File: src/rtl/alu_pkg.sv
// Shared ALU definitions: operand/opcode widths, opcode encodings and the
// load-button index map used by the input loader.
package alu_pkg;

  localparam int NB_DATA = 4;
  localparam int NB_OP   = 6;

  typedef enum logic [5:0] {
    OP_ADD = 6'b100000,
    OP_SUB = 6'b100010,
    OP_AND = 6'b100100,
    OP_OR  = 6'b100101,
    OP_XOR = 6'b100110,
    OP_SRA = 6'b000011,
    OP_SRL = 6'b000010,
    OP_NOR = 6'b100111
  } op_e;

  localparam logic [5:0] OP_RESET = OP_ADD;

  localparam int BTN_A  = 0;
  localparam int BTN_B  = 1;
  localparam int BTN_OP = 2;

endpackage

File: src/rtl/alu_input_loader_if.sv
// Switch/button inputs and ALU operand outputs of the input loader, bundled
// with a slave view (the loader) and a master view (whoever drives the board).
interface alu_input_loader_if #(
  parameter int NB_SW   = 8,
  parameter int NB_BTN  = 3,
  parameter int NB_DATA = 4,
  parameter int NB_OP   = 6
);
  logic [NB_SW-1:0]   i_sw;
  logic [NB_BTN-1:0]  i_btn;
  logic [NB_DATA-1:0] o_datoA;
  logic [NB_DATA-1:0] o_datoB;
  logic [NB_OP-1:0]   o_operation;
  logic               o_load;
  logic               o_ready;

  modport slave (
    input  i_sw, i_btn,
    output o_datoA, o_datoB, o_operation, o_load, o_ready
  );

  modport master (
    output i_sw, i_btn,
    input  o_datoA, o_datoB, o_operation, o_load, o_ready
  );
endinterface

File: src/rtl/alu_input_loader_btn_debounce.sv
// One push-button: 2-FF synchroniser, optional debouncer and rising-edge pulse.
// Debouncer present only when ALU_IN_DEBOUNCE_EN is defined.
module btn_debounce #(
  parameter int DEBOUNCE_CYCLES = 500000,
  parameter int NB_CNT          = 20
) (
  input  logic clk,
  input  logic i_rst_n,
  input  logic btn_raw,
  output logic pulse
);

  logic [1:0] sync_r;

  // two-stage synchroniser for the asynchronous button level
  always_ff @(posedge clk or negedge i_rst_n) begin
    if (!i_rst_n) begin
      sync_r <= 2'b00;
    end else begin
      sync_r <= {sync_r[0], btn_raw};
    end
  end

`ifdef ALU_IN_DEBOUNCE_EN
  logic [NB_CNT-1:0] cnt_r;
  logic              stable_r;
  logic              differ_s;
  logic              toggle_s;

  assign differ_s = sync_r[1] ^ stable_r;
  assign toggle_s = differ_s && (cnt_r == NB_CNT'(DEBOUNCE_CYCLES - 1));

  // count consecutive samples disagreeing with the accepted level
  always_ff @(posedge clk or negedge i_rst_n) begin
    if (!i_rst_n) begin
      cnt_r    <= '0;
      stable_r <= 1'b0;
    end else if (!differ_s) begin
      cnt_r    <= '0;
    end else if (toggle_s) begin
      cnt_r    <= '0;
      stable_r <= ~stable_r;
    end else begin
      cnt_r    <= cnt_r + NB_CNT'(1);
    end
  end

  // the pulse coincides with the 0->1 acceptance so the load lands on the same edge
  assign pulse = toggle_s & ~stable_r;
`else
  logic stable_d_r;
  logic unused_cfg_s;

  assign unused_cfg_s = (DEBOUNCE_CYCLES == NB_CNT);

  // delayed copy of the synchronised level for edge detection
  always_ff @(posedge clk or negedge i_rst_n) begin
    if (!i_rst_n) begin
      stable_d_r <= 1'b0;
    end else begin
      stable_d_r <= sync_r[1];
    end
  end

  assign pulse = sync_r[1] & ~stable_d_r;
`endif

endmodule

File: src/rtl/alu_input_loader.sv
// ALU operand/opcode loader: switches are captured into A, B or Op registers
// on a debounced button press. Optional debouncer: ALU_IN_DEBOUNCE_EN.
module alu_input_loader #(
  parameter int NB_DATA         = alu_pkg::NB_DATA,
  parameter int NB_OP           = alu_pkg::NB_OP,
  parameter int NB_SW           = 8,
  parameter int NB_BTN          = 3,
  parameter int DEBOUNCE_CYCLES = 500000,
  parameter int NB_CNT          = 20
) (
  input  logic                clk,
  input  logic                i_rst_n,
  alu_input_loader_if.slave   bus
);
  import alu_pkg::*;

  logic [NB_SW-1:0]   sw_meta_r;
  logic [NB_SW-1:0]   sw_sync_r;
  logic [NB_BTN-1:0]  pulse_s;
  logic [NB_BTN-1:0]  flags_r;
  logic [NB_BTN-1:0]  flags_next_s;
  logic [NB_DATA-1:0] dato_a_r;
  logic [NB_DATA-1:0] dato_b_r;
  logic [NB_OP-1:0]   op_r;
  logic               load_r;
  logic               ready_r;
  logic               unused_sw_s;

  assign unused_sw_s = ^sw_sync_r;

  for (genvar g = 0; g < NB_BTN; g++) begin : g_btn
    btn_debounce #(
      .DEBOUNCE_CYCLES (DEBOUNCE_CYCLES),
      .NB_CNT          (NB_CNT)
    ) u_btn (
      .clk     (clk),
      .i_rst_n (i_rst_n),
      .btn_raw (bus.i_btn[g]),
      .pulse   (pulse_s[g])
    );
  end

  // loaded flags including any load happening this cycle, so o_ready rises with the third load
  always_comb begin
    flags_next_s = flags_r | pulse_s;
  end

  // two-stage synchroniser for the switch bus
  always_ff @(posedge clk or negedge i_rst_n) begin
    if (!i_rst_n) begin
      sw_meta_r <= '0;
      sw_sync_r <= '0;
    end else begin
      sw_meta_r <= bus.i_sw;
      sw_sync_r <= sw_meta_r;
    end
  end

  // operand/opcode registers, load strobe and ready status
  always_ff @(posedge clk or negedge i_rst_n) begin
    if (!i_rst_n) begin
      dato_a_r <= '0;
      dato_b_r <= '0;
      op_r     <= NB_OP'(OP_RESET);
      load_r   <= 1'b0;
      flags_r  <= '0;
      ready_r  <= 1'b0;
    end else begin
      if (pulse_s[BTN_A]) begin
        dato_a_r <= sw_sync_r[NB_DATA-1:0];
      end
      if (pulse_s[BTN_B]) begin
        dato_b_r <= sw_sync_r[NB_DATA-1:0];
      end
      if (pulse_s[BTN_OP]) begin
        op_r <= sw_sync_r[NB_OP-1:0];
      end
      load_r  <= |pulse_s;
      flags_r <= flags_next_s;
      ready_r <= ready_r | (&flags_next_s);
    end
  end

  assign bus.o_datoA     = dato_a_r;
  assign bus.o_datoB     = dato_b_r;
  assign bus.o_operation = op_r;
  assign bus.o_load      = load_r;
  assign bus.o_ready     = ready_r;

endmodule

File: src/flat_wrapper.sv
// flat-port wrapper written by rule: the top's interface ports become plain ports
module alu_input_loader_flat import alu_pkg::*;
#(
  parameter int NB_DATA         = alu_pkg::NB_DATA,
  parameter int NB_OP           = alu_pkg::NB_OP,
  parameter int NB_SW           = 8,
  parameter int NB_BTN          = 3,
  parameter int DEBOUNCE_CYCLES = 500000,
  parameter int NB_CNT          = 20
)
  (clk, i_rst_n, bus_i_sw, bus_i_btn, bus_o_datoA, bus_o_datoB, bus_o_operation, bus_o_load, bus_o_ready);
  alu_input_loader_if #(.NB_SW(NB_SW), .NB_BTN(NB_BTN), .NB_DATA(NB_DATA), .NB_OP(NB_OP)) bus_i ();
  input  logic clk;
  input  logic i_rst_n;
  input wire logic [$bits(bus_i.i_sw)-1:0] bus_i_sw;
  input wire logic [$bits(bus_i.i_btn)-1:0] bus_i_btn;
  output wire logic [$bits(bus_i.o_datoA)-1:0] bus_o_datoA;
  output wire logic [$bits(bus_i.o_datoB)-1:0] bus_o_datoB;
  output wire logic [$bits(bus_i.o_operation)-1:0] bus_o_operation;
  output wire logic [$bits(bus_i.o_load)-1:0] bus_o_load;
  output wire logic [$bits(bus_i.o_ready)-1:0] bus_o_ready;
  assign bus_i.i_sw = bus_i_sw;
  assign bus_i.i_btn = bus_i_btn;
  assign bus_o_datoA = bus_i.o_datoA;
  assign bus_o_datoB = bus_i.o_datoB;
  assign bus_o_operation = bus_i.o_operation;
  assign bus_o_load = bus_i.o_load;
  assign bus_o_ready = bus_i.o_ready;
  alu_input_loader #(.NB_DATA(NB_DATA), .NB_OP(NB_OP), .NB_SW(NB_SW), .NB_BTN(NB_BTN), .DEBOUNCE_CYCLES(DEBOUNCE_CYCLES), .NB_CNT(NB_CNT)) u_core (.clk(clk), .i_rst_n(i_rst_n), .bus(bus_i));
endmodule
File: config.mk
export PLATFORM = sky130hd
export DESIGN_NAME = alu_input_loader_flat
export DESIGN_NICKNAME = d
export VERILOG_FILES = /design/src/rtl/alu_pkg.sv /design/src/rtl/alu_input_loader_if.sv /design/src/rtl/alu_input_loader_btn_debounce.sv /design/src/rtl/alu_input_loader.sv /design/src/flat_wrapper.sv
export SDC_FILE = /design/constraint.sdc
export NUM_CORES = 1
export LEC_CHECK = 0
export BUFFER_PORTS_ARGS = -buffer_cell sky130_fd_sc_hd__buf_2
export CAP_MARGIN = 30
export CELL_PAD_IN_SITES_DETAIL_PLACEMENT = 1
export CELL_PAD_IN_SITES_GLOBAL_PLACEMENT = 1
export CORE_MARGIN = 4
export CORE_UTILIZATION = 30
export DETAILED_ROUTE_END_ITERATION = 8
export GPL_TIMING_DRIVEN = 0
export PLACE_DENSITY_LB_ADDON = 0.25
export SLEW_MARGIN = 20
export SYNTH_ARGS = -nofsm -noshare
export SYNTH_HDL_FRONTEND = slang
export SYNTH_HIERARCHICAL = 1
export SYNTH_SLANG_ARGS = --single-unit
File: constraint.sdc
create_clock -name clk -period 3.25 [get_ports clk]
set_clock_uncertainty 0.1 [all_clocks]
set_input_delay 0.65 -clock clk [delete_from_list [all_inputs] [get_ports clk]]
set_output_delay 0.65 -clock clk [all_outputs]
set_load 0.005 [all_outputs]
* Word level (Yosys, flattened, before mapping)
Index checks and enable logic that the tools add are counted.
** Storage, ports and cells
- Bits in registers :: 40
- Output and inout port bits :: 16
- Logic and storage cells :: 24
** Cells by class
- Bitwise operators :: 8
- Reduce and logical (&&, ||, !) cells :: 2
** Operators with widths (number)
- 1-bit bitwise AND :: 3
- 1-bit NOT :: 3
- 3-bit OR :: 1
- 3-bit AND reduction :: 1
- 3-bit OR reduction :: 1
- 1-bit OR :: 1

* Logic depth before layout (Yosys ltp)
Gate-level depths: netlist (run 1).
- Depth after elaboration :: 5
- Gate-level depth with buffers :: 4

* By module
Netlist (run 1), hierarchy kept.
** By module, submodules not included
- alu_input_loader :: times used 1, cells each 51, area an instance 983.4 um2, sequential area each 777.0 um2
- btn_debounce :: times used 3, cells each 4, area an instance 88.8 um2, sequential area each 75.1 um2

* Worst setup path before layout (run 1)
OpenSTA, ideal clock, no wires.
- Path kind :: register to output
- Start :: register u_core.op_r[5] (netlist: u_core/bus.o_operation[5])
- End :: output bus_o_operation[5]
- Arrival :: 0.508 ns
- Required time :: 2.500 ns
- Slack :: 1.992 ns
- Stages on the path, launching flop included :: 1
- Path buffers :: 0
- Cells stage by stage :: dfstp_2
** RTL lines
- start: declaration :: RTL line alu_input_loader.sv:24 : logic [NB_OP-1:0] op_r;
- start signal: assignment :: RTL line alu_input_loader.sv:64 : op_r <= NB_OP'(OP_RESET);
- start signal: assignment :: RTL line alu_input_loader.sv:76 : op_r <= sw_sync_r[NB_OP-1:0];
- end: declaration :: RTL line flat_wrapper.sv:19 : output wire logic [$bits(bus_i.o_operation)-1:0] bus_o_operation;
No word-level cell between the ends.

* Worst setup path after layout (run 1)
- Start :: register u_core.op_r[5] (netlist: u_core/bus.o_operation[5])
- End :: output bus_o_operation[5]
No word-level cell between the ends.

==> impl_metrics.env, run 1 <==
export IMPL_r2r_end="u_core/bus.o_ready"
export IMPL_cp_end_kind="output port"
export IMPL_first_pass_iters=2
export IMPL_avgSynthCellArea_sq_um=19.8
export IMPL_cts_sinks=40
export IMPL_yosysWarnings=6
export IMPL_p_seq_share_pct=57.7
export IMPL_p_leak_nw=0.704
export IMPL_fmaxAchievable_ghz=0.603
export IMPL_ctsResizeCount=0
export IMPL_reg2reg_depth=4
export IMPL_area_growth_pct=24.8
export IMPL_routedWlPerCell_microns=13.5
export IMPL_switching_share_pct=21.0
export IMPL_grt_busiest_layer="met2"
export IMPL_grt_pass1_wl_mm=3.39
export IMPL_antenna_found_initial=0
export IMPL_worstSetupPathType="flop to output port"
export IMPL_netlist_area_sq_um=1250
export IMPL_synth_area_leaders="dfrtp_1 (78%), mux2_2 (13%), nor2b_4 (3.3%)"
export IMPL_row_count=23
export IMPL_ir_drop_uv=267
export IMPL_synthDistinctLibCells=9
export IMPL_initial_utilization_pct=31.0
export IMPL_yosysMostFrequentCell="dfrtp_1"
export IMPL_reg2reg_from="u_core/g_btn[2].u_btn/sync_r[1]"
export IMPL_cts_path_max_buffers=2
export IMPL_crit_family="flip-flops"
export IMPL_final_nets=110
export IMPL_finalCoreUtilization_pct=38.7
export IMPL_core_sq_um=4030
export IMPL_dpl_cell_count=139
export IMPL_crit_buf_inv=1
export IMPL_clk_latency_ns=0.28
export IMPL_clkPwrFrac_pct=33.3
export IMPL_vias=623
export IMPL_rsz0062_at_grt="no"
export IMPL_ys_seq_area_share_pct=80.2
export IMPL_layout_drive_gt1_share_pct=55.1
export IMPL_cp_arrival_ns=0.91
export IMPL_cts_buffers=5
export IMPL_io_buffers=26
export IMPL_clkTransAtPathRegs_ns=0.07
export IMPL_synth_edf_count=0
export IMPL_synthTopCellsByCount="dfrtp_1 (39), mux2_2 (14), nor2b_4 (3), or2_1 (2)"
export IMPL_combPwrFrac_pct=9.1
export IMPL_ys_seq_elements=40
export IMPL_h_tree_depth=2
export IMPL_cts_hold_buf=0
export IMPL_switchingPower_uw=203
export IMPL_grt_max_degree=41
export IMPL_period_share_pct=51.1
export IMPL_detail_route_vias_per_cell=4.21
export IMPL_wl_mm=1.99
export IMPL_io_pins=29
export IMPL_crit_start="u_core/bus.o_operation[5]"
export IMPL_synth_ff_type="dfrtp_1"
export IMPL_track_usage_pct=8.85
export IMPL_post_cts_buffers=0
export IMPL_synth_top_area_cell="dfrtp_1"
export IMPL_overflow=0
export IMPL_place_hpwl_mm=1.37
export IMPL_intPower_uw=762
export IMPL_grt_pass1_vias=715
export IMPL_diodes=0
export IMPL_post_route_drc_count=0
export IMPL_cts_tree="done"
export IMPL_endpoint="bus_o_operation[5]"
export IMPL_die_area_sq_um=5260
export IMPL_synth_top_area_share_pct=78.1
export IMPL_cp_start_kind="flop"
export IMPL_required_ns=2.50
export IMPL_slew_viol_final=0
export IMPL_drv_cap=0
export IMPL_die_w_microns=72.6
export IMPL_crit_fanout=2
export IMPL_rrSetupSlack_ns=1.98
export IMPL_power_density_nw_per_um2=619
export IMPL_fp_dieH_microns=72.6
export IMPL_critPathSlowestCell="dfstp_2"
export IMPL_final_antenna_net_count=0
export IMPL_synth_nets=76
export IMPL_cpPeakStageDelay_ns=0.53
export IMPL_drtIter0Drc=22
export IMPL_outcome="complete, no violations"
export IMPL_max_slew_margin_pct=72.5
export IMPL_worst_pin_slew_ns=0.412
export IMPL_worst_path_stages=1
export IMPL_worstPathCellList="buf_2"
export IMPL_use_met1_pct=9.49
export IMPL_grt_use_met2_pct=14.1
export IMPL_fin_crit_ns=1.66
export IMPL_cts_root_buf="clkbuf_8"
export IMPL_hold_path_class="input port to asynchronous set/reset pin"
export IMPL_met3_usage_pct=4.85
export IMPL_hold_violations=0
export IMPL_fin_cells=148
export IMPL_syn_inst=63
export IMPL_async_flop_share_pct=100
export IMPL_place_congestion=0.645
export IMPL_setup_viol_count_final=0
export IMPL_setup_tns_ns=0
==> power by group through the flow <==
stage	clock (mW)	sequential [mW]	combinational, mW
floorplan	0	0.567	0.0331
global placement	0	0.566	0.0831
detailed placement	0	0.567	0.0869
CTS	0.341	0.558	0.0869
global route	0.366	0.562	0.0977
finish	0.321	0.557	0.0874
==> sequential cells by signal (all words and copies together), names as in the netlist <==
register	count
u_core/bus.o_datoB	4
u_core/g_btn.u_btn/stable_d_r	3
u_core/bus.o_operation	6
u_core/g_btn.u_btn/sync_r	6
u_core/sw_meta_r	6
u_core/bus.o_ready	1
u_core/flags_r	3
u_core/sw_sync_r	6
u_core/bus.o_load	1
u_core/bus.o_datoA	4
==> through the flow <==
step           hold WS, ns  setup WS (ns)  power (mW)  cell area (sq um)
2_1_floorplan        0.231           1.99       0.601               1250
3_3_place_gp         0.232           1.81       0.649               1440
3_5_place_dp         0.236           1.74       0.654               1440
4_1_cts              0.252           1.56       0.985               1530
5_1_grt              0.211           1.54        1.02               1560
6_report             0.194           1.59       0.965               1560
==> cells in the final DEF, fill, tap and decap left out <==
master	synthesis	routed
dfrtp_1	39	39
buf_2	0	26
mux2_2	14	14
clkbuf_8	0	6
nor2b_4	3	3
clkbuf_1	0	2
or2_1	2	2
buf_6	1	1
or3_2	1	1
or2_4	1	1
a31o_1	1	1
dfstp_2	1	1
buf_16	0	1
==> cells by family (layout without fill, tap and decap cells) <==
kind of cell           Yosys count  in the layout  synth area share, %
flip-flops                      40             40                 80.2
AO/OA/AOI/OAI                    1              1                0.701
AND/OR/NAND/NOR                  7              7                 5.61
multiplexers                    14             14                 12.6
buffers and inverters            1             36                0.901
==> worst min path at each step <==
stage / to / cells after the start
3_3_place_gp: u_core/sw_sync_r[2] / 0
6_report: u_core/sw_meta_r[2] / 1
2_1_floorplan: u_core/g_btn[0].u_btn/sync_r[1] / 0
3_5_place_dp: u_core/sw_sync_r[3] / 0
5_1_grt: u_core/sw_meta_r[4] / 1
4_1_cts: u_core/sw_sync_r[3] / 0
==> layer usage <==
layer / wire length (microns) / share of wire (%)
met3: 148 / 7.4
met4: 35 / 1.8
met5: 0 / 0
met1: 763 / 38
met2: 1050 / 53
==> area by class of cell <==
type / count / area, sq um
Buffer: 1 / 11.3
Clock buffer: 8 / 90.1
Fill cell: 428 / 2470
Multi-Input combinational cell: 22 / 236
Sequential cell: 40 / 1000
Tap cell: 50 / 62.6
Timing Repair Buffer: 27 / 158
Power figures use the tool's default switching activity.
==> inputs of run 2 (changes only) <==
ABC_AREA = 1   (was not set)
clock period = 1.4 ns   (was 3.25 ns; I/O delays follow)
==> run 2 against run 1 <==
Effect of this change:
- register-to-register slack got worse by 1.7 ns
- die area up 1.5%
- wire length grew 17%
- largest cell class unchanged
- via count grew 31%
- global-route usage grew 1.8 points
- combinational power is 120% higher
- sequential share of layout area decreased by 5.6 points
- synthesized cell count grew 60%
- highest routed layer unchanged
- clock power increased to 3.1 times the previous value
- hold slack better by 0.056 ns
- area after synthesis up 1.7%
==> impl_metrics.env, run 2 <==
export IMPL_grt_pass1_vias=873
export IMPL_cts_path_max_buffers=2
export IMPL_yosysWarnings=6
export IMPL_cts_root_buf="clkbuf_8"
export IMPL_async_flop_share_pct=100
export IMPL_ir_drop_uv=690
export IMPL_switchingPower_uw=509
export IMPL_crit_fanout=2
export IMPL_worstSetupPathType="flop to output port"
export IMPL_crit_buf_inv=1
export IMPL_routedWlPerCell_microns=11.9
export IMPL_fmaxAchievable_ghz=0.773
export IMPL_outcome="complete, no violations"
export IMPL_ys_seq_elements=40
export IMPL_final_nets=158
export IMPL_synth_edf_count=0
export IMPL_track_usage_pct=10.7
export IMPL_synthTopCellsByCount="nand2_1 (42), dfrtp_1 (39), inv_1 (9), nand2_4 (3), nor2_2 (3)"
export IMPL_first_pass_iters=4
export IMPL_cts_sinks=40
export IMPL_power_density_nw_per_um2=1450
export IMPL_crit_family="flip-flops"
export IMPL_h_tree_depth=2
export IMPL_place_congestion=0.713
export IMPL_worst_pin_slew_ns=0.288
export IMPL_avgSynthCellArea_sq_um=12.6
export IMPL_final_cell_mix="nand2_1 (42), dfrtp_1 (39), buf_2 (26)"
export IMPL_drv_cap=0
export IMPL_critPathSlowestCell="dfstp_2"
export IMPL_clkPwrFrac_pct=40.2
export IMPL_cp_end_kind="output port"
export IMPL_wl_mm=2.33
export IMPL_setup_tns_ns=0
export IMPL_synth_nets=114
export IMPL_core_sq_um=4060
export IMPL_drtIter0Drc=17
export IMPL_rsz0062_at_grt="no"
export IMPL_cts_tree="done"
export IMPL_hold_violations=0
export IMPL_synth_area_leaders="dfrtp_1 (77%), nand2_1 (12%), inv_1 (2.7%)"
export IMPL_row_count=23
export IMPL_diodes=0
export IMPL_overflow=0
export IMPL_synth_top_area_cell="dfrtp_1"
export IMPL_netlist_area_sq_um=1270
export IMPL_detail_route_vias_per_cell=4.15
export IMPL_die_area_sq_um=5340
export IMPL_slew_viol_final=0
export IMPL_n_fill_cell=438
export IMPL_ys_seq_area_share_pct=78.8
export IMPL_clkTransAtPathRegs_ns=0.07
export IMPL_cp_arrival_ns=0.91
export IMPL_synthDistinctLibCells=10
export IMPL_syn_inst=101
export IMPL_period_share_pct=92.4
export IMPL_clk_latency_ns=0.28
export IMPL_area_growth_pct=34.5
export IMPL_multiInputGateArea_sq_um=231
export IMPL_cts_buffers=5
export IMPL_p_seq_share_pct=51.9
export IMPL_switching_share_pct=20.6
export IMPL_synth_top_area_share_pct=76.8
export IMPL_seq_area_sq_um=1000
export IMPL_io_pins=29
export IMPL_post_cts_buffers=0
export IMPL_post_route_drc_count=0
export IMPL_synth_ff_type="dfrtp_1"
export IMPL_p_leak_nw=0.911
export IMPL_final_antenna_net_count=0
export IMPL_hold_path_class="flop to flop"
export IMPL_grt_pass1_wl_mm=4.17
export IMPL_cp_start_kind="flop"
export IMPL_intPower_mw=1.96
export IMPL_setup_viol_count_final=0
export IMPL_cts_hold_buf=8
export IMPL_ctsResizeCount=0
export IMPL_initial_utilization_pct=31.3
export IMPL_combPwrFrac_pct=7.9
export IMPL_place_hpwl_mm=1.71
export IMPL_vias=814
export IMPL_fin_cells=196
export IMPL_dpl_cell_count=177
export IMPL_required_ns=1.02
export IMPL_worstPathCellList="buf_2"
export IMPL_grt_max_degree=41
export IMPL_final_common_cell="nand2_1"
export IMPL_die_w_microns=73.1
export IMPL_io_buffers=26
export IMPL_max_slew_margin_pct=80.8
export IMPL_fp_dieH_microns=73.1
export IMPL_antenna_found_initial=0
export IMPL_fin_crit_ns=1.29
export IMPL_yosysMostFrequentCell="nand2_1"
export IMPL_cpPeakStageDelay_ns=0.53
export IMPL_layout_drive_gt1_share_pct=30.8
run 2: stage by stage:
step	instance area [sq um]	util (%)	total power, mW	hold slack (ns)	setup slack [ns]
after detailed placement	1460	36.1	1.48	0.236	0.238
after floorplan	1270	-	1.36	-0.116	0.395
after global placement	1460	36.1	1.47	0.233	0.279
after CTS	1670	41.2	2.51	0.00358	0.0841
after global routing	1710	42.2	2.61	0.258	0.0656
final	1710	42.2	2.47	0.250	0.107
run 2: cell families (layout without fill, tap and decap cells):
kind of cell,Yosys count,count (layout),share of synthesized area [%]
buf+inv,10,55,2.95
flops,40,40,78.8
simple gates,51,51,18.2
run 2: power by group through the flow:
stage	clock network, mW	logic, mW	registers [mW]
floorplan	0	0.0597	1.30
global placement	0	0.167	1.30
detailed placement	0	0.175	1.31
CTS	1.03	0.192	1.29
global route	1.09	0.227	1.29
finish	0.994	0.194	1.28
run 2: path summary, 6_finish.rpt:
check	start	endpoint	slack, ns	cells past startpoint
max reg2reg	u_core/g_btn[2].u_btn/stable_d_r	u_core/bus.o_operation[2]	0.25	4
max in group asynchronous	i_rst_n	u_core/bus.o_operation[5]	0.44	3
max	u_core/bus.o_operation[5]	bus_o_operation[5]	0.11	1
min	u_core/g_btn[0].u_btn/sync_r[0]	u_core/g_btn[0].u_btn/sync_r[1]	0.25	0
min in group asynchronous	i_rst_n	u_core/bus.o_datoA[3]	0.27	2
min reg2reg	u_core/g_btn[0].u_btn/sync_r[0]	u_core/g_btn[0].u_btn/sync_r[1]	0.25	0
run 2: metal layers:
metal	track usage, %	share of wire, %	up-vias
met5	0	0	-
met4	4.92	1.7	0
met3	4.68	6.9	5
met2	16.6	49	24
met1	12.8	43	402
li1	-	-	383
run 2: final cells by class:
| cell class | count | share of cell area [%] |
|---|---|---|
| flip-flops and latches | 40 | 58.6 |
| repair buffers | 37 | 14.6 |
| multi-input cells | 51 | 13.5 |
| clock buffers | 7 | 5.63 |
| well taps | 50 | 3.66 |
| inverters | 10 | 2.19 |
| clock inverters | 1 | 1.76 |
